$ cat src/rtl/seg_display_ctrl.sv
// Multiplexed seven-segment display controller with a registered digit buffer.
// Shows raw hex or signed decimal, converted by a sequential double-dabble engine.
module seg_display_ctrl #(
  parameter int NUM_DIGITS  = 8,
  parameter int DATA_W      = 32,
  parameter int SCAN_DIV    = 50000,
  parameter int GROUP_SPLIT = 4
) (
  input  logic                  clk,
  input  logic                  rst,
  input  logic                  wr_en,
  input  logic [DATA_W-1:0]     wr_data,
  input  logic                  mode,
  input  logic                  lz_blank,
  input  logic [NUM_DIGITS-1:0] dp_mask,
  output logic                  busy,
  output logic [7:0]            seg,
  output logic [7:0]            seg1,
  output logic [NUM_DIGITS-1:0] an
);

  localparam int BCD_DIGITS = (3 * DATA_W) / 10 + 1;
  localparam int BCD_W      = 4 * BCD_DIGITS;
  localparam int HEX_BITS   = (4 * NUM_DIGITS < DATA_W) ? 4 * NUM_DIGITS : DATA_W;
  localparam int EXT_DIGITS = (NUM_DIGITS > BCD_DIGITS) ? NUM_DIGITS : BCD_DIGITS;
  localparam int EXT_W      = 4 * EXT_DIGITS;
  localparam int CNT_W      = $clog2(SCAN_DIV);
  localparam int IDX_W      = $clog2(NUM_DIGITS);
  localparam int SHIFT_W    = $clog2(DATA_W);
  localparam int SYM_W      = 5 * NUM_DIGITS;

  localparam logic [CNT_W-1:0]   CNT_LAST   = CNT_W'(SCAN_DIV - 1);
  localparam logic [IDX_W-1:0]   IDX_LAST   = IDX_W'(NUM_DIGITS - 1);
  localparam logic [SHIFT_W-1:0] SHIFT_LAST = SHIFT_W'(DATA_W - 1);

  // Buffer symbols: 0..15 are hex/decimal digits, plus dash and blank.
  localparam logic [4:0] SYM_DASH  = 5'd16;
  localparam logic [4:0] SYM_BLANK = 5'd17;

  typedef enum logic [1:0] {ST_IDLE, ST_ABS, ST_SHIFT} state_t;

  state_t               state_q, state_d;
  logic [CNT_W-1:0]     cnt_q, cnt_d;
  logic [IDX_W-1:0]     idx_q, idx_d;
  logic [NUM_DIGITS-1:0] an_q, an_d;
  logic [7:0]           seg_q, seg_d, seg1_q, seg1_d;
  logic [SYM_W-1:0]     sym_q, sym_d;
  logic [NUM_DIGITS-1:0] dp_q, dp_d, pdp_q, pdp_d;
  logic [DATA_W-1:0]    raw_q, raw_d, bin_q, bin_d;
  logic [BCD_W-1:0]     bcd_q, bcd_d;
  logic [SHIFT_W-1:0]   shift_q, shift_d;
  logic                 neg_q, neg_d, lz_q, lz_d;

  logic [BCD_W-1:0]     bcd_adj, bcd_step;
  logic [DATA_W-1:0]    bin_step;
  logic [EXT_W-1:0]     hex_ext, bcd_ext;
  logic [4:0]           cur_sym;
  logic [7:0]           cur_glyph;

  function automatic logic [7:0] glyph(input logic [4:0] s);
    case (s)
      5'd0:    return 8'hfc;
      5'd1:    return 8'h60;
      5'd2:    return 8'hda;
      5'd3:    return 8'hf2;
      5'd4:    return 8'h66;
      5'd5:    return 8'hb6;
      5'd6:    return 8'hbe;
      5'd7:    return 8'he0;
      5'd8:    return 8'hfe;
      5'd9:    return 8'hf6;
      5'd10:   return 8'hee;
      5'd11:   return 8'h3e;
      5'd12:   return 8'h9c;
      5'd13:   return 8'h7a;
      5'd14:   return 8'h9e;
      5'd15:   return 8'h8e;
      5'd16:   return 8'h02;
      default: return 8'h00;
    endcase
  endfunction

  // Places digits, sign, blanking and overflow dashes into buffer symbols.
  function automatic logic [SYM_W-1:0] layout(input logic [EXT_W-1:0] digs,
                                              input logic neg, input logic lz);
    logic [SYM_W-1:0] r;
    int msd;
    int total;
    msd = 0;
    for (int i = 0; i < EXT_DIGITS; i++)
      if (digs[4*i +: 4] != 4'd0) msd = i;
    total = msd + 1 + (neg ? 1 : 0);
    r = '0;
    for (int i = 0; i < NUM_DIGITS; i++) begin
      if (total > NUM_DIGITS)                                       r[5*i +: 5] = SYM_DASH;
      else if (i <= msd)                                            r[5*i +: 5] = {1'b0, digs[4*i +: 4]};
      else if (neg && ((lz && i == msd + 1) || (!lz && i == NUM_DIGITS - 1))) r[5*i +: 5] = SYM_DASH;
      else if (lz)                                                  r[5*i +: 5] = SYM_BLANK;
      else                                                          r[5*i +: 5] = 5'd0;
    end
    return r;
  endfunction

  assign busy = (state_q != ST_IDLE);
  assign seg  = seg_q;
  assign seg1 = seg1_q;
  assign an   = an_q;

  // NOTE: every variable gets a default before any branch so no latch can be inferred.
  always_comb begin
    state_d = state_q;
    cnt_d   = cnt_q + CNT_W'(1);
    idx_d   = idx_q;
    sym_d   = sym_q;
    dp_d    = dp_q;
    pdp_d   = pdp_q;
    raw_d   = raw_q;
    bin_d   = bin_q;
    bcd_d   = bcd_q;
    shift_d = shift_q;
    neg_d   = neg_q;
    lz_d    = lz_q;

    if (cnt_q == CNT_LAST) begin
      cnt_d = '0;
      idx_d = (idx_q == IDX_LAST) ? '0 : idx_q + IDX_W'(1);
    end

    // Outputs come from the next index so an, seg and seg1 switch together.
    cur_sym   = sym_q[5*idx_d +: 5];
    cur_glyph = glyph(cur_sym) | {7'b0, dp_q[idx_d]};
    an_d      = '0;
    an_d[idx_d] = 1'b1;
    if (int'(idx_d) < GROUP_SPLIT) begin
      seg1_d = cur_glyph;
      seg_d  = 8'h00;
    end else begin
      seg1_d = 8'h00;
      seg_d  = cur_glyph;
    end

    bcd_adj = bcd_q;
    for (int i = 0; i < BCD_DIGITS; i++)
      if (bcd_adj[4*i +: 4] >= 4'd5) bcd_adj[4*i +: 4] = bcd_adj[4*i +: 4] + 4'd3;
    bcd_step = {bcd_adj[BCD_W-2:0], bin_q[DATA_W-1]};
    bin_step = {bin_q[DATA_W-2:0], 1'b0};

    hex_ext = '0;
    for (int i = 0; i < HEX_BITS; i++) hex_ext[i] = wr_data[i];
    bcd_ext = '0;
    for (int i = 0; i < BCD_W; i++) bcd_ext[i] = bcd_step[i];

    case (state_q)
      ST_IDLE: begin
        if (wr_en) begin
          if (mode) begin
            raw_d   = wr_data;
            lz_d    = lz_blank;
            pdp_d   = dp_mask;
            state_d = ST_ABS;
          end else begin
            sym_d = layout(hex_ext, 1'b0, lz_blank);
            dp_d  = dp_mask;
          end
        end
      end
      ST_ABS: begin
        neg_d   = raw_q[DATA_W-1];
        bin_d   = raw_q[DATA_W-1] ? -raw_q : raw_q;
        bcd_d   = '0;
        shift_d = '0;
        state_d = ST_SHIFT;
      end
      ST_SHIFT: begin
        bcd_d   = bcd_step;
        bin_d   = bin_step;
        shift_d = shift_q + SHIFT_W'(1);
        // Result and its decimal points land in the buffer on the same edge.
        if (shift_q == SHIFT_LAST) begin
          sym_d   = layout(bcd_ext, neg_q, lz_q);
          dp_d    = pdp_q;
          state_d = ST_IDLE;
        end
      end
      default: state_d = ST_IDLE;
    endcase
  end

  // NOTE: state registers use non-blocking assignments so all flops update from pre-edge values.
  // NOTE: the digit buffer is reset on purpose so the display shows hex zero straight out of reset.
  always_ff @(posedge clk or posedge rst) begin
    if (rst) begin
      state_q <= ST_IDLE;
      cnt_q   <= '0;
      idx_q   <= '0;
      an_q    <= NUM_DIGITS'(1);
      seg_q   <= 8'h00;
      seg1_q  <= 8'h00;
      sym_q   <= '0;
      dp_q    <= '0;
      pdp_q   <= '0;
      raw_q   <= '0;
      bin_q   <= '0;
      bcd_q   <= '0;
      shift_q <= '0;
      neg_q   <= 1'b0;
      lz_q    <= 1'b0;
    end else begin
      state_q <= state_d;
      cnt_q   <= cnt_d;
      idx_q   <= idx_d;
      an_q    <= an_d;
      seg_q   <= seg_d;
      seg1_q  <= seg1_d;
      sym_q   <= sym_d;
      dp_q    <= dp_d;
      pdp_q   <= pdp_d;
      raw_q   <= raw_d;
      bin_q   <= bin_d;
      bcd_q   <= bcd_d;
      shift_q <= shift_d;
      neg_q   <= neg_d;
      lz_q    <= lz_d;
    end
  end

endmodule

$ cat config.mk
export PLATFORM = sky130hd
export DESIGN_NAME = seg_display_ctrl
export DESIGN_NICKNAME = d
export VERILOG_FILES = /design/src/rtl/seg_display_ctrl.sv
export SDC_FILE = /design/constraint.sdc
export NUM_CORES = 1
export LEC_CHECK = 0
export CAP_MARGIN = 20
export CORE_AREA = 2 2 119 179
export CTS_BUF_LIST = sky130_fd_sc_hd__clkbuf_2 sky130_fd_sc_hd__clkbuf_4 sky130_fd_sc_hd__clkbuf_8
export CTS_CLUSTER_DIAMETER = 30
export CTS_CLUSTER_SIZE = 28
export DETAILED_ROUTE_END_ITERATION = 10
export DIE_AREA = 0 0 121 181
export GPL_ROUTABILITY_DRIVEN = 0
export GPL_TIMING_DRIVEN = 0
export PLACE_DENSITY = 0.87
export SYNTH_ARGS = -nofsm -noshare
export SYNTH_HDL_FRONTEND = slang
export SYNTH_SLANG_ARGS = --single-unit
export TNS_END_PERCENT = 100
$ cat constraint.sdc
create_clock -name clk -period 9.18 [get_ports clk]
set_input_delay 1.836 -clock clk [delete_from_list [all_inputs] [get_ports clk]]
set_output_delay 1.836 -clock clk [all_outputs]
set_load 0.01 [all_outputs]
# Word level (Yosys, flattened, before mapping)
# Memories as Yosys holds them, arrays and structs flattened.
# Index checks and enable logic that the tools add are counted.
dict set report totals {
  register_bits 212
  rom_bits 224
  input_bits 45
  output_inout_bits 25
  elab_cells 225
  n_memories 1
}
dict set report classes {
  addsub 17
  mul 1
  n_lt_le_gt_ge 31
  n_eq_ne 16
  n_shift 1
  n_mux 99
  bitwise 1
  n_reduce_logical 43
}
# name words word_bits rd rd_clocked_by_memory_dff write_ports line
set memory_table {}
lappend memory_table {{(no name shown)} 32 7 1 0 0 61} ;# case (s)
# operator count
set ops {}
lappend ops {{32-bit 2-to-1 mux} 20}
lappend ops {{4-bit by 32-bit <= comparator with 1-bit output, first input constant} 8}
lappend ops {{5-bit 2-to-1 mux} 42}
lappend ops {{40-bit one-hot mux with 2 select lines} 2}
lappend ops {{4-bit by 32-bit equality test with 1-bit output, first input constant} 4}
lappend ops {{3-bit by 32-bit <= comparator with 1-bit output, first input constant} 4}
lappend ops {{40-bit 2-to-1 mux} 3}
lappend ops {{32-bit by 2-bit adder with 32-bit output, second input constant} 2}
lappend ops {{3-bit by 32-bit equality test with 1-bit output, first input constant} 2}
lappend ops {{32-bit by 5-bit greater-than comparator with 1-bit output, second input constant} 2}
lappend ops {{1-bit by 32-bit <= comparator with 1-bit output, first input constant} 2}
lappend ops {{2-bit by 32-bit <= comparator with 1-bit output, first input constant} 2}
lappend ops {{32-bit one-hot mux with 2 select lines} 1}
lappend ops {{4-bit nonzero test} 16}
lappend ops {{4-bit by 3-bit greater-or-equal comparator with 1-bit output, second input constant} 10}
lappend ops {{8-bit 2-to-1 mux} 5}
lappend ops {{40-bit by 7-bit indexed part select with 5-bit output} 1}
lappend ops {{4-bit by 2-bit adder with 4-bit output, second input constant} 9}
lappend ops {{4-bit 2-to-1 mux} 9}
lappend ops {{32-bit by 2-bit adder with 32-bit output} 1}
lappend ops {{2-bit by 32-bit equality test with 1-bit output, first input constant} 1}
lappend ops {{32-bit logical NOT} 1}
lappend ops {{32-bit negator} 1}
lappend ops {{1-bit logical AND} 17}
lappend ops {{30 further kinds} 44}

# Longest topological paths before layout
# Gate-level depths: netlist (run 1).
dict set report depth {
  word_depth 24
  mapped_depth 23
  mapped_depth_nobuf 21
}

# Worst setup path after synthesis (run 1)
# Ideal clock, no wire load.
dict set report synth_timing {
  kind {register -> register}
  startpoint {reg bcd_q[20]}
  endpoint {reg sym_q[19]}
  setup_ps 123
  arrival_ps 4135
  required_time_ps 9057
  setup_slack_ps 4923
  stages_incl_launch_ff 23
  path_buffers 2
  period_less_slack_ps 4257
  path_cell_list {dfrtp_1 -> inv_1 -> ha_1 -> nor2b_1 -> o21ai_0 -> and3_1 -> o211ai_1 -> o21ba_2 -> nor2_1 -> o2111ai_1 -> nand2_1 -> ha_1 -> inv_1 -> ha_1 -> nor3_1 -> nand2_1 -> a21oi_1 -> a21oi_1 -> nand4b_1 -> clkbuf_1 -> nand3_1 -> clkbuf_1 -> o221a_2}
}
dict set report synth_via {
  elab_chain_len 19
  elab_cells_between_ends 24
  cone_classes {add/sub (3); order compare (3); eq/ne (1); mux (13); reduce/logical (4)}
}
# item line
set synth_lines {}
lappend synth_lines {{from (decl)} 50} ;# logic [BCD_W-1:0] bcd_q, bcd_d;
lappend synth_lines {{from (signal assigned)} 204} ;# bcd_q <= '0;
lappend synth_lines {{from (signal assigned)} 220} ;# bcd_q <= bcd_d;
lappend synth_lines {{4-bit by 2-bit adder with 4-bit output / 4-bit by 3-bit greater-or-equal comparator with 1-bit output (equally long branches)} 144} ;# if (bcd_adj[4*i +: 4] >= 4'd5) bcd_adj[4*i +: 4] = bcd_adj[4*i +: 4] + 4'd3;
lappend synth_lines {{4-bit 2-to-1 mux *} 144}
lappend synth_lines {{4-bit nonzero test} 91} ;# if (digs[4*i +: 4] != 4'd0) msd = i;
lappend synth_lines {{32-bit 2-to-1 mux} 91}
lappend synth_lines {{32-bit 2-to-1 mux * (4 in a row)} 91}
lappend synth_lines {{32-bit 2-to-1 mux *} 179} ;# if (shift_q == SHIFT_LAST) begin
lappend synth_lines {{32-bit 2-to-1 mux *} 153} ;# case (state_q)
lappend synth_lines {{parallel branches: the longest is 6 deep, another holds 32-bit by 2-bit adder with 32-bit output} -}
lappend synth_lines {{5-bit 2-to-1 mux *} 95} ;# if (total > NUM_DIGITS) r[5*i +: 5] = SYM_DASH;
lappend synth_lines {{40-bit 2-to-1 mux *} 179}
lappend synth_lines {{40-bit one-hot mux with 2 select lines *} 153}
lappend synth_lines {{to (signal assigned)} 215} ;# sym_q <= sym_d;
lappend synth_lines {{to (decl)} 47} ;# logic [SYM_W-1:0] sym_q, sym_d;
# Every way passes the cells marked *. The select of a mux whose other input is x is not followed.
# A chain may end at the register's enable or synchronous reset.

# Worst setup path in the final report (run 1)
# Ends and elaborated chain as after synthesis.

==> impl_metrics.ini, run 1 <==
[drt]
vias = 10603
wl_per_cell_microns = 20.3
met2_length_microns = 16500
vias_per_cell = 6.37
firstDrtPassIters = 6
drc_errors = 0
routed_wl_microns = 33800
antenna_left = 0
routed.top_layer = met4
met3_wirelength_microns = 2630
wl_met1_microns = 11700
first_iter_violations = 1036

[floorplan]
initial_core_util_pct = 59.7
fp.dieW_microns = 121
fp.dieH_microns = 181
die_area_sq_um = 21900
io_pins = 70
core_sq_um = 20300
row_count = 64

[critical_path]
required_ns = 9.62
critPathKind = reg2reg
crit_path_end_kind = flip-flop
worstSetupStartpointType = flip-flop
cp_max_fo = 10
critPathArrivalTime_ns = 5.63

[place]
portBuffers = 69
dp_hpwl_microns = 24500
detailedPlace.worstSlack_ns = 4.08
placed_cells = 1603
place_area_sq_um = 13200

[sta]
relSlewSlack_pct = 34.5
max_freq_mhz = 193
grt_setup_unrepaired = no
finalCriticalPeriod_ns = 5.19
skew_ns = 0.0243
setup-violations-final = 0
fin_setup_tns_ns = 0
hold_viol = 0
drv_slew = 0
worst_slew_pin_slew_ns = 0.955
setup_ws_ns = 3.99
min_period_over_period_pct = 56.5
holdWs_ns = 0.460

[power]
power_mw = 4.05
cellLeakagePower_nw = 5.86
vdd_ir_drop_max_mv = 0.134
power.density_nw_per_um2 = 290

[min_path]
hold_path_class = reg2reg

[flow_run]
drv_cap = 0

[grt]
grt_use_total_pct = 31.3
overflow = 0
antenna_found_initial = 0
grt_pass1_wl_microns = 54300
grt_pass1_vias = 10765
grt_max_degree = 115

[yosys]
synth.avg_cell_area_sq_um = 9.54
ys_top_cells_by_area = dfrtp_1 (44%), mux2_2 (7.0%), ha_1 (4.5%)
synthCells = 1269
synthFlopType = dfrtp_1
synth_top_cell_area_share_pct = 43.6
syn-cell-area_sq_um = 12100
synth_nets = 1358
synth_cell_types = 79
synth_edf_count = 0
synth-seq-area-share_pct = 43.9
yosys_warnings = 0
ys_ff_latch = 212
synth_top_area_cell = dfrtp_1
ys_async_sr_fraction_pct = 100

[finish]
syn_to_final_growth_pct = 15.5
final_cell_area_sq_um = 14000
fin_cells = 1664
drive_gt1_share_pct = 12.7
fin_nets = 1464
fin_util_pct = 69.0
nFillCells = 1465
diodes = 0

[clocking]
cts_sinks = 212
numCtsBuffers = 34
clk_pin_slew_ns = 0.07
clk_latency_ns = 0.54
clock-root-buffer = clkbuf_8
cts_resized = 0
tritoncts = yes
hold_buffers = 0
postCtsSetupBuffers = 0
clockBufferDepth = 3
cts_max_level = 2

[run_status]
outcome = finished, final reports clean
## registers in the layout, indices dropped and copies added (netlist names)
name / count
state_q: 2
pdp_q: 8
shift_q: 5
idx_q: 3
lz_q: 1
neg_q: 1
bcd_q: 40
raw_q: 32
sym_q: 40
an: 8
cnt_q: 16
seg: 8
bin_q: 32
dp_q: 8
seg1: 8
## synth_stat cells (8+ instances only)
master,instances
a22oi_1,10
ha_1,44
inv_1,66
a21oi_1,70
nand2_1,125
and3_1,15
nand3_1,45
dfrtp_1,211
nand2b_1,16
mux2_2,75
xnor2_1,20
nor2b_1,17
o41ai_1,8
o31ai_1,8
a31oi_1,12
o22ai_1,48
nor3_1,22
xor2_1,32
mux2i_1,32
nor4_1,8
nand4_1,10
o21ai_0,86
clkbuf_1,52
nor2_1,95
## worst paths after layout
kind | from | to | slack (ns) | cells past startpoint
max in group asynchronous | rst | bcd_q[21] | 6.34 | 3
hold reg to reg | cnt_q[0] | cnt_q[0] | 0.46 | 1
hold / removal | cnt_q[0] | cnt_q[0] | 0.46 | 1
setup / recovery | bcd_q[20] | sym_q[19] | 3.99 | 22
min in group asynchronous | rst | bin_q[10] | 1.81 | 2
setup reg to reg | bcd_q[20] | sym_q[19] | 3.99 | 22
## placed cells by master (no fill, tap or decap), types with 48 or more instances in the layout
cell	netlist	final
dfrtp_1	211	211
nand2_1	125	125
nor2_1	95	95
o21ai_0	86	86
mux2_2	75	75
a21oi_1	70	70
clkdlybuf4s50_1	0	69
inv_1	66	65
clkbuf_1	52	52
o22ai_1	48	48
## power by group
part	internal (mW)	leakage (nW)	switching, mW
sequential	1.24	2.67	0.252
clock	0.552	0.414	0.424
combinational	0.663	2.78	0.913
total	2.46	5.86	1.59
## cell type report
class / count / area (sq um) / area share (%)
multi-input cells: 924 / 6260 / 44.8
flip-flops and latches: 212 / 5310 / 38.0
repair buffers: 70 / 718 / 5.14
clock buffers: 44 / 593 / 4.24
well taps: 264 / 330 / 2.36
plain buffers: 64 / 275 / 1.97
inverters: 69 / 269 / 1.92
clock inverters: 17 / 228 / 1.63
## cell families (layout without fill, tap and decap cells)
family | after synthesis | after routing | synth area share [%]
AOI/OAI and AO/OA | 310 | 310 | 16.3
xor gates and xnor gates | 52 | 52 | 3.76
adders and majority gates | 45 | 45 | 4.63
buffers and inverters | 133 | 264 | 4.44
DFF | 212 | 212 | 43.9
muxes | 110 | 110 | 10.2
and+or+nand+nor | 407 | 407 | 16.8
## per-layer routing
metal / vias up / track usage (%)
li1: 4760 / -
met1: 5071 / 34.8
met2: 568 / 52.8
met3: 204 / 5.52
met4: 0 / 23.1
met5: - / 0
## worst max-delay path: stages (launching register included)
cell and delay [ns]:
dfrtp_1 0.44, inv_1 0.08, ha_1 0.23, nor2b_1 0.15, o21ai_0 0.41, and3_1 0.22
o211ai_1 0.20, o21ba_2 0.32, nor2_1 0.04, o2111ai_1 0.22, nand2_1 0.15, ha_1 0.29
inv_1 0.05, ha_1 0.30, nor3_1 0.28, nand2_1 0.12, a21oi_1 0.14, a21oi_1 0.05
nand4b_1 0.14, clkbuf_1 0.44, nand3_1 0.22, clkbuf_1 0.29, o221a_2 0.30
Note: power is estimated with default switching activity, not from simulation.
==> inputs of run 2 (changes only) <==
clock period = 5.2 ns   (was 9.18 ns; I/O delays follow)
==> impl_metrics.ini, run 2 (synthesized netlist as in run 1, its figures left out) <==
[run_status]
outcome = finished, final reports clean

[power]
sw_frac_of_total_pct = 39.0
intPower_mw = 4.50
p_clk_share_pct = 26.1
p_comb_share_pct = 38.0
vdd_ir_drop_max_mv = 0.296
power.switching_mw = 2.88
power.density_nw_per_um2 = 521
cellLeakagePower_nw = 5.95
pwr-share-seq_pct = 35.9

[clocking]
cts_max_level = 2
clk_pin_slew_ns = 0.08
postCtsSetupBuffers = 0
cts_resized = 0
clk_latency_ns = 0.56
clock-root-buffer = clkbuf_8
numCtsBuffers = 38
tritoncts = yes
clockBufferDepth = 3
cts_sinks = 212
hold_buffers = 0

[drt]
routed_wl_microns = 34500
drc_errors = 0
first_iter_violations = 992
vias_per_cell = 6.41
firstDrtPassIters = 7
antenna_left = 0
vias = 10744
wl_per_cell_microns = 20.6

[critical_path]
crit_path_end_kind = flip-flop
cp_common_cell = a21oi_1
crit_family = compound AO/OA/AOI/OAI gates
cp.buffers_inverters = 4
slowest_delay_ns = 0.44
worstSetupStartpointType = flip-flop
critPathArrivalTime_ns = 5.44
required_ns = 5.63
cp_slowest_cell = a21oi_1
cp_max_fo = 10
critPathKind = reg2reg
worstPathCellList = inv_1, ha_1, nand2b_1, nor3b_1, a21oi_1, nand3_1, a21oi_1, o21ba_2, nor2_1, o2111ai_1, nand2_1, ha_1, inv_1, ha_1, nor3_1, nand2_1, a21oi_1, a21oi_1, nand4b_1, clkbuf_2, nand3_1, clkbuf_1, o221a_2

[finish]
mostFrequentLayoutCell = dfrtp_1
diodes = 0
syn_to_final_growth_pct = 17.1
final_cell_mix = dfrtp_1 (211), nand2_1 (125), nor2_1 (95)
drive_gt1_share_pct = 13.7
fin_nets = 1472
layout.area.seq_sq_um = 5310
multi_input_area_sq_um = 6260
fin_util_pct = 69.9
nFillCells = 1421
reg_top3 = bcd_q (40), sym_q (40)

[floorplan]
fp.dieH_microns = 181
fp.dieW_microns = 121
initial_core_util_pct = 59.7
io_pins = 70
row_count = 64
die_area_sq_um = 21900
core_sq_um = 20300

[grt]
grt_pass1_vias = 10763
overflow = 0
grt_use_total_pct = 31.5
grt_max_degree = 43
grt_pass1_wl_microns = 54800
antenna_found_initial = 0

[sta]
max_freq_mhz = 200
drv_slew = 0
hold_viol = 0
setup-violations-final = 0
holdWs_ns = 0.464
worst_slew_pin_slew_ns = 1.00
finalCriticalPeriod_ns = 5.01
relSlewSlack_pct = 33.2
min_period_over_period_pct = 96.3
skew_ns = 0.0431
grt_setup_unrepaired = no

[place]
dp_hpwl_microns = 25000
portBuffers = 69

[min_path]
hold_path_class = reg2reg

[flow_run]
drv_cap = 0
==> run 2: layer usage <==
layer	routed length [microns]	vias to the layer above	GRT usage [%]	part of all wire (%)
met2	16700	580	53.3	48
li1	-	4786	-	-
met3	2430	222	5.21	7.0
met4	3190	0	23.8	9.2
met5	0	-	0	0
met1	12100	5156	34.8	35
==> run 2: layout make-up <==
| cell class | count | share of cell area, % |
|---|---|---|
| multi-input combinational | 924 | 44.2 |
| sequential | 212 | 37.5 |
| timing repair buffer | 74 | 5.58 |
| clock buffer | 42 | 4.08 |
| clock inverter | 27 | 2.54 |
| tap | 264 | 2.33 |
| buffer | 64 | 1.97 |
| inverter | 69 | 1.87 |
==> run 2: per-stage QoR <==
step / power [mW] / std cells / instance area [sq um] / setup slack (ns) / setup TNS, ns
after floorplan: 4.49 / 1269 / 12100 / 0.943 / 0
after global placement: 5.18 / 1602 / 13100 / -0.134 / -23.96
after detailed placement: 5.34 / 1607 / 13200 / 0.0851 / 0
after CTS: 7.30 / 1676 / 14200 / 0.0740 / 0
after global routing: 7.74 / 1676 / 14200 / 0.0224 / 0
final: 7.38 / 1676 / 14200 / 0.192 / 0
==> run 2: final timing paths <==
check	endpoint	cells after the start	slack (ns)	start
worst max-delay path	sym_q[19]	23	0.19	bcd_q[0]
max in group asynchronous	bcd_q[22]	4	3.27	rst
min in group asynchronous	raw_q[9]	2	0.96	rst
worst min-delay path	cnt_q[0]	1	0.46	cnt_q[0]
worst max register to register	sym_q[19]	23	0.19	bcd_q[0]
worst min register to register	cnt_q[0]	1	0.46	cnt_q[0]
==> run 2: power groups by stage <==
stage	clock network, mW	registers [mW]	logic, mW
CTS	1.93	2.62	2.75
global route	2.00	2.69	3.05
floorplan	0	2.51	1.97
detailed placement	0	2.64	2.70
global placement	0	2.61	2.57
finish	1.92	2.65	2.81
==> run 2: worst reg2reg max path: stages (launching register included) <==
cell and delay [ns]:
dfrtp_1 0.41, inv_1 0.14, ha_1 0.21, nand2b_1 0.08
nor3b_1 0.14, a21oi_1 0.44, nand3_1 0.13, a21oi_1 0.27
o21ba_2 0.18, nor2_1 0.04, o2111ai_1 0.22, nand2_1 0.15
ha_1 0.29, inv_1 0.05, ha_1 0.30, nor3_1 0.32
nand2_1 0.12, a21oi_1 0.14, a21oi_1 0.06, nand4b_1 0.14
clkbuf_2 0.29, nand3_1 0.16, clkbuf_1 0.28, o221a_2 0.30
